[config.mk]
export PLATFORM = sky130hd
export DESIGN_NAME = sdram_arbiter_flat
export DESIGN_NICKNAME = d
export VERILOG_FILES = /design/src/rtl/sdram_arbiter_if.sv /design/src/rtl/sdram_arbiter.sv /design/src/flat_wrapper.sv
export SDC_FILE = /design/constraint.sdc
export NUM_CORES = 1
export LEC_CHECK = 0
export BUFFER_PORTS_ARGS = -buffer_cell sky130_fd_sc_hd__buf_2
export CAP_MARGIN = 15
export CORE_ASPECT_RATIO = 2
export CORE_MARGIN = 2
export CORE_UTILIZATION = 25
export CTS_BUF_LIST = sky130_fd_sc_hd__clkbuf_16
export CTS_CLUSTER_SIZE = 24
export DETAILED_ROUTE_END_ITERATION = 10
export GPL_TIMING_DRIVEN = 0
export PLACE_DENSITY = 0.61
export SYNTH_ARGS = -nofsm -noshare
export SYNTH_HDL_FRONTEND = slang
export SYNTH_SLANG_ARGS = --single-unit
[constraint.sdc]
create_clock -name i_Clk -period 2.75 [get_ports i_Clk]
set_input_delay 0.55 -clock i_Clk [delete_from_list [all_inputs] [get_ports i_Clk]]
set_output_delay 0.55 -clock i_Clk [all_outputs]
set_load 0.05 [all_outputs]
[src/rtl/sdram_arbiter_if.sv]
// Shared constants and the reader/writer/controller bundle for sdram_arbiter.
package sdram_arbiter_pkg;
  localparam int unsigned ADDR_W = 22;
  localparam int unsigned DATA_W = 32;
  localparam int unsigned CMD_W  = 2;

  // Controller command encodings, kept identical to sdram.vh
  localparam logic [CMD_W-1:0] CMD_IDLE  = 2'b00;
  localparam logic [CMD_W-1:0] CMD_READ  = 2'b01;
  localparam logic [CMD_W-1:0] CMD_WRITE = 2'b10;
endpackage

// Reader, writer and controller signals seen by the arbiter.
interface sdram_arbiter_if;
  import sdram_arbiter_pkg::*;

  // reader side
  logic              i_Rd_Req;
  logic [ADDR_W-1:0] i_Rd_Addr;
  logic              o_Rd_Grant;
  logic              o_Rd_Data_Valid;
  logic [DATA_W-1:0] o_Rd_Data;
  // writer side
  logic              i_Wr_Req;
  logic [ADDR_W-1:0] i_Wr_Addr;
  logic [DATA_W-1:0] i_Wr_Data;
  logic              o_Wr_Pop;
  logic              o_Wr_Grant;
  // controller side
  logic [CMD_W-1:0]  o_Command;
  logic [ADDR_W-1:0] o_Data_Address;
  logic [DATA_W-1:0] o_Data_Write;
  logic [DATA_W-1:0] i_Data_Read;
  logic              i_Data_Read_Valid;
  logic              i_Data_Write_Done;
  logic              o_Busy;

  // arbiter view
  modport master (
    input  i_Rd_Req, i_Rd_Addr, i_Wr_Req, i_Wr_Addr, i_Wr_Data,
           i_Data_Read, i_Data_Read_Valid, i_Data_Write_Done,
    output o_Rd_Grant, o_Rd_Data_Valid, o_Rd_Data, o_Wr_Pop, o_Wr_Grant,
           o_Command, o_Data_Address, o_Data_Write, o_Busy
  );

  // environment view (clients plus controller)
  modport slave (
    output i_Rd_Req, i_Rd_Addr, i_Wr_Req, i_Wr_Addr, i_Wr_Data,
           i_Data_Read, i_Data_Read_Valid, i_Data_Write_Done,
    input  o_Rd_Grant, o_Rd_Data_Valid, o_Rd_Data, o_Wr_Pop, o_Wr_Grant,
           o_Command, o_Data_Address, o_Data_Write, o_Busy
  );
endinterface

[src/rtl/sdram_arbiter.sv]
// Two-client burst arbiter in front of an SDRAM controller: one reader, one
// writer, fixed-length bursts, read priority with a bounded read streak.
module sdram_arbiter
  import sdram_arbiter_pkg::*;
#(
  parameter int unsigned BURST_LENGTH = 8,
  parameter int unsigned FRAME_WORDS  = 96000,
  parameter int unsigned STARVE_LIMIT = 4
) (
  input  logic             i_Clk,
  input  logic             i_Rst_n,
  sdram_arbiter_if.master  bus
);

  localparam int unsigned CNT_W    = (BURST_LENGTH > 1) ? $clog2(BURST_LENGTH) : 1;
  localparam int unsigned STREAK_W = (STARVE_LIMIT > 0) ? $clog2(STARVE_LIMIT + 1) : 1;
  localparam logic [CNT_W-1:0]    CNT_LOAD   = CNT_W'(BURST_LENGTH - 1);
  localparam logic [STREAK_W-1:0] STREAK_MAX = STREAK_W'(STARVE_LIMIT);
  localparam logic [ADDR_W-1:0]   ADDR_LAST  = ADDR_W'(FRAME_WORDS - 1);

  typedef enum logic [1:0] {IDLE, READ, WRITE, GAP} state_t;

  state_t              state_q, state_d;
  logic [CMD_W-1:0]    cmd_q, cmd_d;
  logic [ADDR_W-1:0]   addr_q, addr_d;
  logic [DATA_W-1:0]   wdata_q, wdata_d;
  logic [CNT_W-1:0]    cnt_q, cnt_d;
  logic [STREAK_W-1:0] streak_q, streak_d;
  logic                rd_grant_q, rd_grant_d;
  logic                wr_grant_q, wr_grant_d;
  logic                busy_q, busy_d;
  logic                arm_q;
  logic                pop_c;
  logic                pick_write_c;

  // Word address after one transfer; only the frame's last word wraps.
  function automatic logic [ADDR_W-1:0] next_addr(input logic [ADDR_W-1:0] a);
    return (a == ADDR_LAST) ? '0 : a + ADDR_W'(1);
  endfunction

  // Write wins when no read is pending or the reader has used up its streak.
  assign pick_write_c = bus.i_Wr_Req && (!bus.i_Rd_Req || (streak_q == STREAK_MAX));

  // State and datapath registers; reset drops any burst in flight.
  always_ff @(posedge i_Clk or negedge i_Rst_n) begin
    if (!i_Rst_n) begin
      state_q    <= IDLE;
      cmd_q      <= CMD_IDLE;
      addr_q     <= '0;
      wdata_q    <= '0;
      cnt_q      <= '0;
      streak_q   <= '0;
      rd_grant_q <= 1'b0;
      wr_grant_q <= 1'b0;
      busy_q     <= 1'b0;
      arm_q      <= 1'b0;
    end else begin
      state_q    <= state_d;
      cmd_q      <= cmd_d;
      addr_q     <= addr_d;
      wdata_q    <= wdata_d;
      cnt_q      <= cnt_d;
      streak_q   <= streak_d;
      rd_grant_q <= rd_grant_d;
      wr_grant_q <= wr_grant_d;
      busy_q     <= busy_d;
      arm_q      <= 1'b1;
    end
  end

  // Next-state, arbitration and burst bookkeeping.
  always_comb begin
    state_d    = state_q;
    cmd_d      = cmd_q;
    addr_d     = addr_q;
    wdata_d    = wdata_q;
    cnt_d      = cnt_q;
    streak_d   = streak_q;
    rd_grant_d = 1'b0;
    wr_grant_d = 1'b0;
    pop_c      = 1'b0;

    case (state_q)
      IDLE: begin
        cmd_d = CMD_IDLE;
        // arm_q holds off grants until one full edge after reset release
        if (arm_q && (bus.i_Rd_Req || bus.i_Wr_Req)) begin
          cnt_d = CNT_LOAD;
          if (pick_write_c) begin
            state_d    = WRITE;
            cmd_d      = CMD_WRITE;
            addr_d     = bus.i_Wr_Addr;
            wdata_d    = bus.i_Wr_Data;
            pop_c      = 1'b1;
            wr_grant_d = 1'b1;
            streak_d   = '0;
          end else begin
            state_d    = READ;
            cmd_d      = CMD_READ;
            addr_d     = bus.i_Rd_Addr;
            rd_grant_d = 1'b1;
            if (!bus.i_Wr_Req) begin
              streak_d = '0;
            end else if (streak_q != STREAK_MAX) begin
              streak_d = streak_q + STREAK_W'(1);
            end
          end
        end
      end

      READ: begin
        if (bus.i_Data_Read_Valid) begin
          addr_d = next_addr(addr_q);
          if (cnt_q == '0) begin
            state_d = GAP;
            cmd_d   = CMD_IDLE;
          end else begin
            cnt_d = cnt_q - CNT_W'(1);
          end
        end
      end

      WRITE: begin
        if (bus.i_Data_Write_Done) begin
          addr_d = next_addr(addr_q);
          if (cnt_q == '0) begin
            state_d = GAP;
            cmd_d   = CMD_IDLE;
          end else begin
            cnt_d   = cnt_q - CNT_W'(1);
            wdata_d = bus.i_Wr_Data;
            pop_c   = 1'b1;
          end
        end
      end

      GAP: begin
        state_d = IDLE;
        cmd_d   = CMD_IDLE;
      end

      default: begin
        state_d = IDLE;
        cmd_d   = CMD_IDLE;
      end
    endcase

    busy_d = (state_d != IDLE);
  end

  // Registered outputs plus the pass-through read path and pop strobe.
  assign bus.o_Command       = cmd_q;
  assign bus.o_Data_Address  = addr_q;
  assign bus.o_Data_Write    = wdata_q;
  assign bus.o_Rd_Grant      = rd_grant_q;
  assign bus.o_Wr_Grant      = wr_grant_q;
  assign bus.o_Busy          = busy_q;
  assign bus.o_Wr_Pop        = pop_c;
  assign bus.o_Rd_Data_Valid = (state_q == READ) && bus.i_Data_Read_Valid;
  assign bus.o_Rd_Data       = bus.i_Data_Read;

endmodule

[src/flat_wrapper.sv]
// flat-port wrapper written by rule: the top's interface ports become plain ports
module sdram_arbiter_flat import sdram_arbiter_pkg::*;
#(
  parameter int unsigned BURST_LENGTH = 8,
  parameter int unsigned FRAME_WORDS  = 96000,
  parameter int unsigned STARVE_LIMIT = 4
)
  (i_Clk, i_Rst_n, bus_i_Rd_Req, bus_i_Rd_Addr, bus_i_Wr_Req, bus_i_Wr_Addr, bus_i_Wr_Data, bus_i_Data_Read, bus_i_Data_Read_Valid, bus_i_Data_Write_Done, bus_o_Rd_Grant, bus_o_Rd_Data_Valid, bus_o_Rd_Data, bus_o_Wr_Pop, bus_o_Wr_Grant, bus_o_Command, bus_o_Data_Address, bus_o_Data_Write, bus_o_Busy);
  sdram_arbiter_if bus_i ();
  input  logic i_Clk;
  input  logic i_Rst_n;
  input wire logic [$bits(bus_i.i_Rd_Req)-1:0] bus_i_Rd_Req;
  input wire logic [$bits(bus_i.i_Rd_Addr)-1:0] bus_i_Rd_Addr;
  input wire logic [$bits(bus_i.i_Wr_Req)-1:0] bus_i_Wr_Req;
  input wire logic [$bits(bus_i.i_Wr_Addr)-1:0] bus_i_Wr_Addr;
  input wire logic [$bits(bus_i.i_Wr_Data)-1:0] bus_i_Wr_Data;
  input wire logic [$bits(bus_i.i_Data_Read)-1:0] bus_i_Data_Read;
  input wire logic [$bits(bus_i.i_Data_Read_Valid)-1:0] bus_i_Data_Read_Valid;
  input wire logic [$bits(bus_i.i_Data_Write_Done)-1:0] bus_i_Data_Write_Done;
  output wire logic [$bits(bus_i.o_Rd_Grant)-1:0] bus_o_Rd_Grant;
  output wire logic [$bits(bus_i.o_Rd_Data_Valid)-1:0] bus_o_Rd_Data_Valid;
  output wire logic [$bits(bus_i.o_Rd_Data)-1:0] bus_o_Rd_Data;
  output wire logic [$bits(bus_i.o_Wr_Pop)-1:0] bus_o_Wr_Pop;
  output wire logic [$bits(bus_i.o_Wr_Grant)-1:0] bus_o_Wr_Grant;
  output wire logic [$bits(bus_i.o_Command)-1:0] bus_o_Command;
  output wire logic [$bits(bus_i.o_Data_Address)-1:0] bus_o_Data_Address;
  output wire logic [$bits(bus_i.o_Data_Write)-1:0] bus_o_Data_Write;
  output wire logic [$bits(bus_i.o_Busy)-1:0] bus_o_Busy;
  assign bus_i.i_Rd_Req = bus_i_Rd_Req;
  assign bus_i.i_Rd_Addr = bus_i_Rd_Addr;
  assign bus_i.i_Wr_Req = bus_i_Wr_Req;
  assign bus_i.i_Wr_Addr = bus_i_Wr_Addr;
  assign bus_i.i_Wr_Data = bus_i_Wr_Data;
  assign bus_i.i_Data_Read = bus_i_Data_Read;
  assign bus_i.i_Data_Read_Valid = bus_i_Data_Read_Valid;
  assign bus_i.i_Data_Write_Done = bus_i_Data_Write_Done;
  assign bus_o_Rd_Grant = bus_i.o_Rd_Grant;
  assign bus_o_Rd_Data_Valid = bus_i.o_Rd_Data_Valid;
  assign bus_o_Rd_Data = bus_i.o_Rd_Data;
  assign bus_o_Wr_Pop = bus_i.o_Wr_Pop;
  assign bus_o_Wr_Grant = bus_i.o_Wr_Grant;
  assign bus_o_Command = bus_i.o_Command;
  assign bus_o_Data_Address = bus_i.o_Data_Address;
  assign bus_o_Data_Write = bus_i.o_Data_Write;
  assign bus_o_Busy = bus_i.o_Busy;
  sdram_arbiter #(.BURST_LENGTH(BURST_LENGTH), .FRAME_WORDS(FRAME_WORDS), .STARVE_LIMIT(STARVE_LIMIT)) u_core (.i_Clk(i_Clk), .i_Rst_n(i_Rst_n), .bus(bus_i));
endmodule
Word-level counts from Yosys, hierarchy flattened
Index checks and enable logic that the tools add are counted.
Widths: inputs -> output; s select.
{"block": "op_classes", "n_addsub": 3, "n_mul": 0, "div": 0, "n_lt_le_gt_ge": 0, "n_eq_ne": 12, "n_shift": 0, "mux": 39, "n_bitwise": 0, "reduce_logical": 15}
{"cell": "$mux 32", "n": 4}
{"cell": "$mux 22", "n": 5}
{"cell": "$pmux 22 s3", "n": 1}
{"cell": "$pmux 32 s2", "n": 1}
{"cell": "$add 22x1->22 const B", "n": 1}
{"cell": "$eq 22x17->1 const B", "n": 1}
{"cell": "$mux 3", "n": 7}
{"cell": "$mux 2", "n": 9}
{"cell": "$pmux 2 s4", "n": 2}
{"cell": "$pmux 3 s3", "n": 1}
{"cell": "$mux 1", "n": 8}
{"cell": "$ne 2x2->1 const B", "n": 3}
{"cell": "$reduce_and 5->1", "n": 1}
{"cell": "$eq 2x2->1 const B", "n": 2}
{"cell": "$ne 2x1->1 const B", "n": 2}
{"cell": "$reduce_and 4->1", "n": 1}
{"cell": "$reduce_bool 2->1", "n": 2}
{"cell": "$add 3x1->3 const B", "n": 1}
{"cell": "$eq 3x3->1 const B", "n": 1}
{"cell": "$logic_and 1x1->1", "n": 3}
{"cell": "$logic_not 3->1", "n": 1}
{"cell": "$ne 3x1->1 const B", "n": 1}
{"cell": "$ne 3x3->1 const B", "n": 1}
{"cell": "$reduce_and 3->1", "n": 1}
{"cell": "8 further kinds", "n": 9}
{"block": "word_totals", "ff_bits": 68, "latchBits": 0, "mem_bits_rw": 0, "rom_bits": 0, "input_bits": 114, "out_inout_bits": 93, "wordCells": 79, "n_memories": 0}

Logic depth before layout (Yosys ltp)
{"block": "logic_depth", "word_depth": 7, "depth_mapped": 9, "ltp_nobuf": 7}

Worst setup path after synthesis
No wires, ideal clock.
{"block": "synth_path", "path_type": "register to register", "start": "reg u_core.addr_q[0], in the netlist u_core.bus.o_Data_Address[0]", "end": "reg u_core.addr_q[16], in the netlist u_core.bus.o_Data_Address[16]", "arrival_ps": 2245, "t_required_ps": 2626, "slack_ps": 381, "path_stages_with_launch": 7, "n_path_buf": 0, "synth_period_minus_slack_ps": 2369, "cell_sequence": "dfrtp_1 ha_1 inv_1 nor4_1 nand3_1 a31o_1 a211o_1"}
{"block": "synth_between", "elab_chain_len": 4, "word_cells_on_any_way": 6, "classes_between": "1 x add/sub; 1 x eq/ne; 4 x mux"}
{"element": "from (decl)", "line": "sdram_arbiter.sv:25", "rtl": "logic [ADDR_W-1:0] addr_q, addr_d;"}
{"element": "from (signal assigned)", "line": "sdram_arbiter.sv:60", "rtl": "addr_q <= addr_d;"}
{"element": "$add 22x1->22 / $eq 22x17->1 (equally long branches)", "line": "sdram_arbiter.sv:38", "rtl": "return (a == ADDR_LAST) ? '0 : a + ADDR_W'(1);"}
{"element": "$mux 22 *", "line": "sdram_arbiter.sv:38"}
{"element": "$mux 22 (on tied branches)", "line": "sdram_arbiter.sv:124, sdram_arbiter.sv:112"}
{"element": "$pmux 22 s3 *", "line": "sdram_arbiter.sv:83", "rtl": "case (state_q)"}
Every way passes the cells marked *; elsewhere a longest branch is shown, timed or not. The select of a mux whose other input is x is not followed.
A chain may end at the register's enable or synchronous reset.

Final worst setup path
{"block": "layout_path", "start": "reg u_core.streak_q[0]", "end": "out bus_o_Wr_Pop"}
{"block": "layout_between", "elab_chain_len": 6}
{"element": "from (decl)", "line": "sdram_arbiter.sv:28", "rtl": "logic [STREAK_W-1:0] streak_q, streak_d;"}
{"element": "from (signal assigned)", "line": "sdram_arbiter.sv:63", "rtl": "streak_q <= streak_d;"}
{"element": "$eq 3x3->1", "line": "sdram_arbiter.sv:42", "rtl": "assign pick_write_c = bus.i_Wr_Req && (!bus.i_Rd_Req || (streak_q == STREAK_MAX));"}
{"element": "$logic_or 1x1->1", "line": "sdram_arbiter.sv:42"}
{"element": "$logic_and 1x1->1", "line": "sdram_arbiter.sv:42"}
{"element": "$mux 1", "line": "sdram_arbiter.sv:89", "rtl": "if (pick_write_c) begin"}
{"element": "$mux 1", "line": "sdram_arbiter.sv:87", "rtl": "if (arm_q && (bus.i_Rd_Req || bus.i_Wr_Req)) begin"}
{"element": "$pmux 1 s2", "line": "sdram_arbiter.sv:83"}
{"element": "to (decl)", "line": "flat_wrapper.sv:23", "rtl": "output wire logic [$bits(bus_i.o_Wr_Pop)-1:0] bus_o_Wr_Pop;"}
Every way passes these cells.

==> results.cfg <==
[outcome]
status = finished, final reports clean

[yosys]
yosysUniqueCellTypes = 53
ys_ff_latch = 68
synth_top_area_share_pct = 42.8
synthArstFlopShare_pct = 100
synth_top_area_cell = dfrtp_1
avgSynthCellArea_sq_um = 10.3
syn_inst = 384
yosys_warnings = 0
syn-cell-area_sq_mm = 0.00397
syn_nets = 509
ys_top_cells_by_area = dfrtp_1 (43%), mux2_2 (10%), buf_4 (6.0%)
synth_edf_count = 0
synthFlopType = dfrtp_1
ys_seq_area_share_pct = 42.8

[cts]
clk_latency_ns = 0.34
cts_hold_buf = 0
numCtsBuffers = 9
htreeDepth = 3
cts_max_path_buffers = 2
tritoncts_num_sinks = 68
cts_root_buf = clkbuf_16
clkTransAtPathRegs_ns = 0.06
cts_tree = done

[die]
chipHeight_microns = 182
coreArea_sq_mm = 0.0157
start_util_pct = 25.3
ios = 207
std_cell_rows = 65
die-area_sq_mm = 0.0170
die_w_microns = 93.1

[cells_and_area]
stdcell_count = 776
area_growth_pct = 37.4
nNetsFinal = 695
fill_cells = 1650
drive_gt1_share_pct = 48.5
antenna_cells = 0
post-route-cell-area_sq_mm = 0.00546

[critical_path]
crit_required_ns = 2.20
path_max_fanout = 5
crit_type = reg2out
crit_arrival_ns = 2.04
end_kind = output pin
worstSetupStartpointType = flop

[placed_design]
place_congestion = 0.801
dpl_cell_area_sq_mm = 0.00512
place_inst = 760
port_buffers = 174
dp_hpwl_mm = 9.68

[sta]
post-route-min-period_ns = 2.59
setup_violations = 0
hold_violations = 0
rsz0062_at_grt = no
worst_slew_pin_slew_ns = 0.649
fmaxAchievable_mhz = 387
final_max_slew_viol_count = 0
fin_crit_sh_pct = 94.0
fin_worst_skew_ns = 0.0101
relSlewSlack_pct = 56.4

[job]
maxCapViolCount = 0

[power]
peakVddDrop_mv = 0.693
power_density_mw_per_mm2 = 1480
leakage_uw = 0.00268

[global_route]
track_usage_pct = 14.2
grt_pass1_vias = 3732
grt_pass1_wl_mm = 18.5
overflow = 0
antenna_found_initial = 1
grt_start_max_net_pins = 41

[routing]
dr.pass1.iters = 4
avgViaCountPerCell = 4.80
ant_nets = 0
dr_total_vias = 3724
routedWlPerCell_microns = 15.6
drc = 0
drt_iter0_markers = 89
drt_wl_total_mm = 12.1

[worst_hold_path]
min_path_type = in2async
-- layout make-up --
| cell class | count | area, sq um | area share, % |
|---|---|---|---|
| flip-flops and latches | 68 | 1700 | 31.2 |
| well taps | 201 | 251 | 4.61 |
| repair buffers | 176 | 908 | 16.6 |
| plain buffers | 53 | 359 | 6.58 |
| inverters | 10 | 37.5 | 0.688 |
| clock buffers | 9 | 225 | 4.13 |
| clock inverters | 7 | 91.3 | 1.67 |
| multi-input cells | 252 | 1880 | 34.5 |
-- metrics by stage --
| step | util, % | setup WS, ns | TNS [ns] | total power [uW] | hold WS, ns |
|---|---|---|---|---|---|
| 3_5_place_dp | 32.6 | -0.303 | -8.52 | 6850 | 0.478 |
| 4_1_cts | 34.7 | 0.00135 | 0 | 8130 | 0.150 |
| 5_1_grt | 34.8 | 0.00918 | 0 | 8560 | 0.167 |
| 6_report | 34.8 | 0.164 | 0 | 8060 | 0.139 |
| 3_3_place_gp | 32.5 | -0.305 | -8.63 | 6780 | 0.465 |
| 2_1_floorplan | - | 0.381 | 0 | 5570 | 0.254 |
-- worst paths after layout --
check / start / endpoint / slack (ns) / depth (start not counted)
worst min register to register: u_core.streak_q[2]$_DFFE_PN0P_ / u_core.streak_q[2]$_DFFE_PN0P_ / 0.48 / 1
max in group asynchronous: i_Rst_n / u_core.bus.o_Data_Address[17]$_DFFE_PN0P_ / 2.07 / 2
worst max register to register: u_core.streak_q[0]$_DFFE_PN0P_ / u_core.bus.o_Data_Address[1]$_DFFE_PN0P_ / 0.27 / 9
worst max-delay path: u_core.streak_q[0]$_DFFE_PN0P_ / bus_o_Wr_Pop / 0.16 / 8
worst min-delay path: i_Rst_n / u_core.bus.o_Command[0]$_DFFE_PN0P_ / 0.14 / 1
min in group i_Clk: bus_i_Wr_Data[13] / u_core.bus.o_Data_Write[13]$_DFFE_PN0P_ / 0.44 / 2
-- critical path, cell delays in order, from the launching register on --
cell      delay, ns
dfrtp_1        0.35
inv_1          0.06
ha_1           0.20
a21boi_0       0.28
nor2b_1        0.10
and3_1         0.20
clkbuf_1       0.15
nand2b_1       0.16
buf_2          0.21
-- flip-flops by register name (all words and copies together), names as in the netlist --
name,flops
u_core.bus.o_Rd_Grant,1
u_core.bus.o_Busy,1
u_core.cnt_q,3
u_core.arm_q,1
u_core.bus.o_Wr_Grant,1
u_core.bus.o_Data_Address,22
u_core.bus.o_Command,2
u_core.streak_q,3
u_core.bus.o_Data_Write,32
u_core.state_q,2
-- Yosys cell counts (all sizes together), types with 4 or more instances --
| cell | n |
|---|---|
| dfrtp | 68 |
| buf | 40 |
| mux2 | 36 |
| nand2 | 36 |
| o21ai | 18 |
| a21oi | 14 |
| clkbuf | 14 |
| nand3 | 13 |
| mux2i | 12 |
| ha | 11 |
| inv | 10 |
| nor2 | 9 |
| a22o | 8 |
| and3 | 8 |
| nor4 | 8 |
| a211o | 7 |
| a31o | 6 |
| nand2b | 5 |
| o32ai | 5 |
| nor2b | 4 |
| o22ai | 4 |
-- cell families (layout without fill, tap and decap cells) --
logic type,Yosys count,in the layout,synth area share (%)
buf+inv,64,255,10.0
simple gates,102,102,13.6
compound gates,90,90,16.7
flops,68,68,42.8
mux,48,48,13.2
other cells,1,1,0.0944
fa+ha+maj,11,11,3.47
-- report_power, final --
group	total, uW	internal [uW]	leakage (uW)	switching [uW]
clock network	1240	789	0.000145	455
logic	4920	1640	0.00172	3280
registers	1900	1500	0.000812	398
total	8060	3930	0.00268	4130
-- placed cells by master (no fill, tap or decap), types with 10 or more instances in the layout --
cell | synthesis | routed
buf_4 | 32 | 34
mux2_2 | 36 | 36
mux2i_1 | 12 | 12
buf_2 | 5 | 178
nand3_1 | 13 | 13
clkbuf_1 | 14 | 11
ha_1 | 11 | 11
o21ai_0 | 12 | 12
nand2_1 | 36 | 36
inv_1 | 10 | 10
a21oi_1 | 14 | 14
dfrtp_1 | 68 | 68
-- routing by layer --
metal | share of wire (%) | track usage (%) | wire length [microns] | vias to the layer above
met2 | 55 | 28.2 | 6650 | 181
met5 | 0.14 | 0 | 17 | -
li1 | - | - | - | 1751
met4 | 3.3 | 7.00 | 397 | 2
met3 | 7.0 | 3.10 | 845 | 26
met1 | 34 | 13.0 | 4170 | 1764
-- what timing repair did --
action                     4_1_cts  5_1_grt
setup endpoints to repair       30       38
gates resized for setup          1        5
pin swaps                        0        1
setup buffers                    0        1
Note: power is estimated with default switching activity, not from simulation.
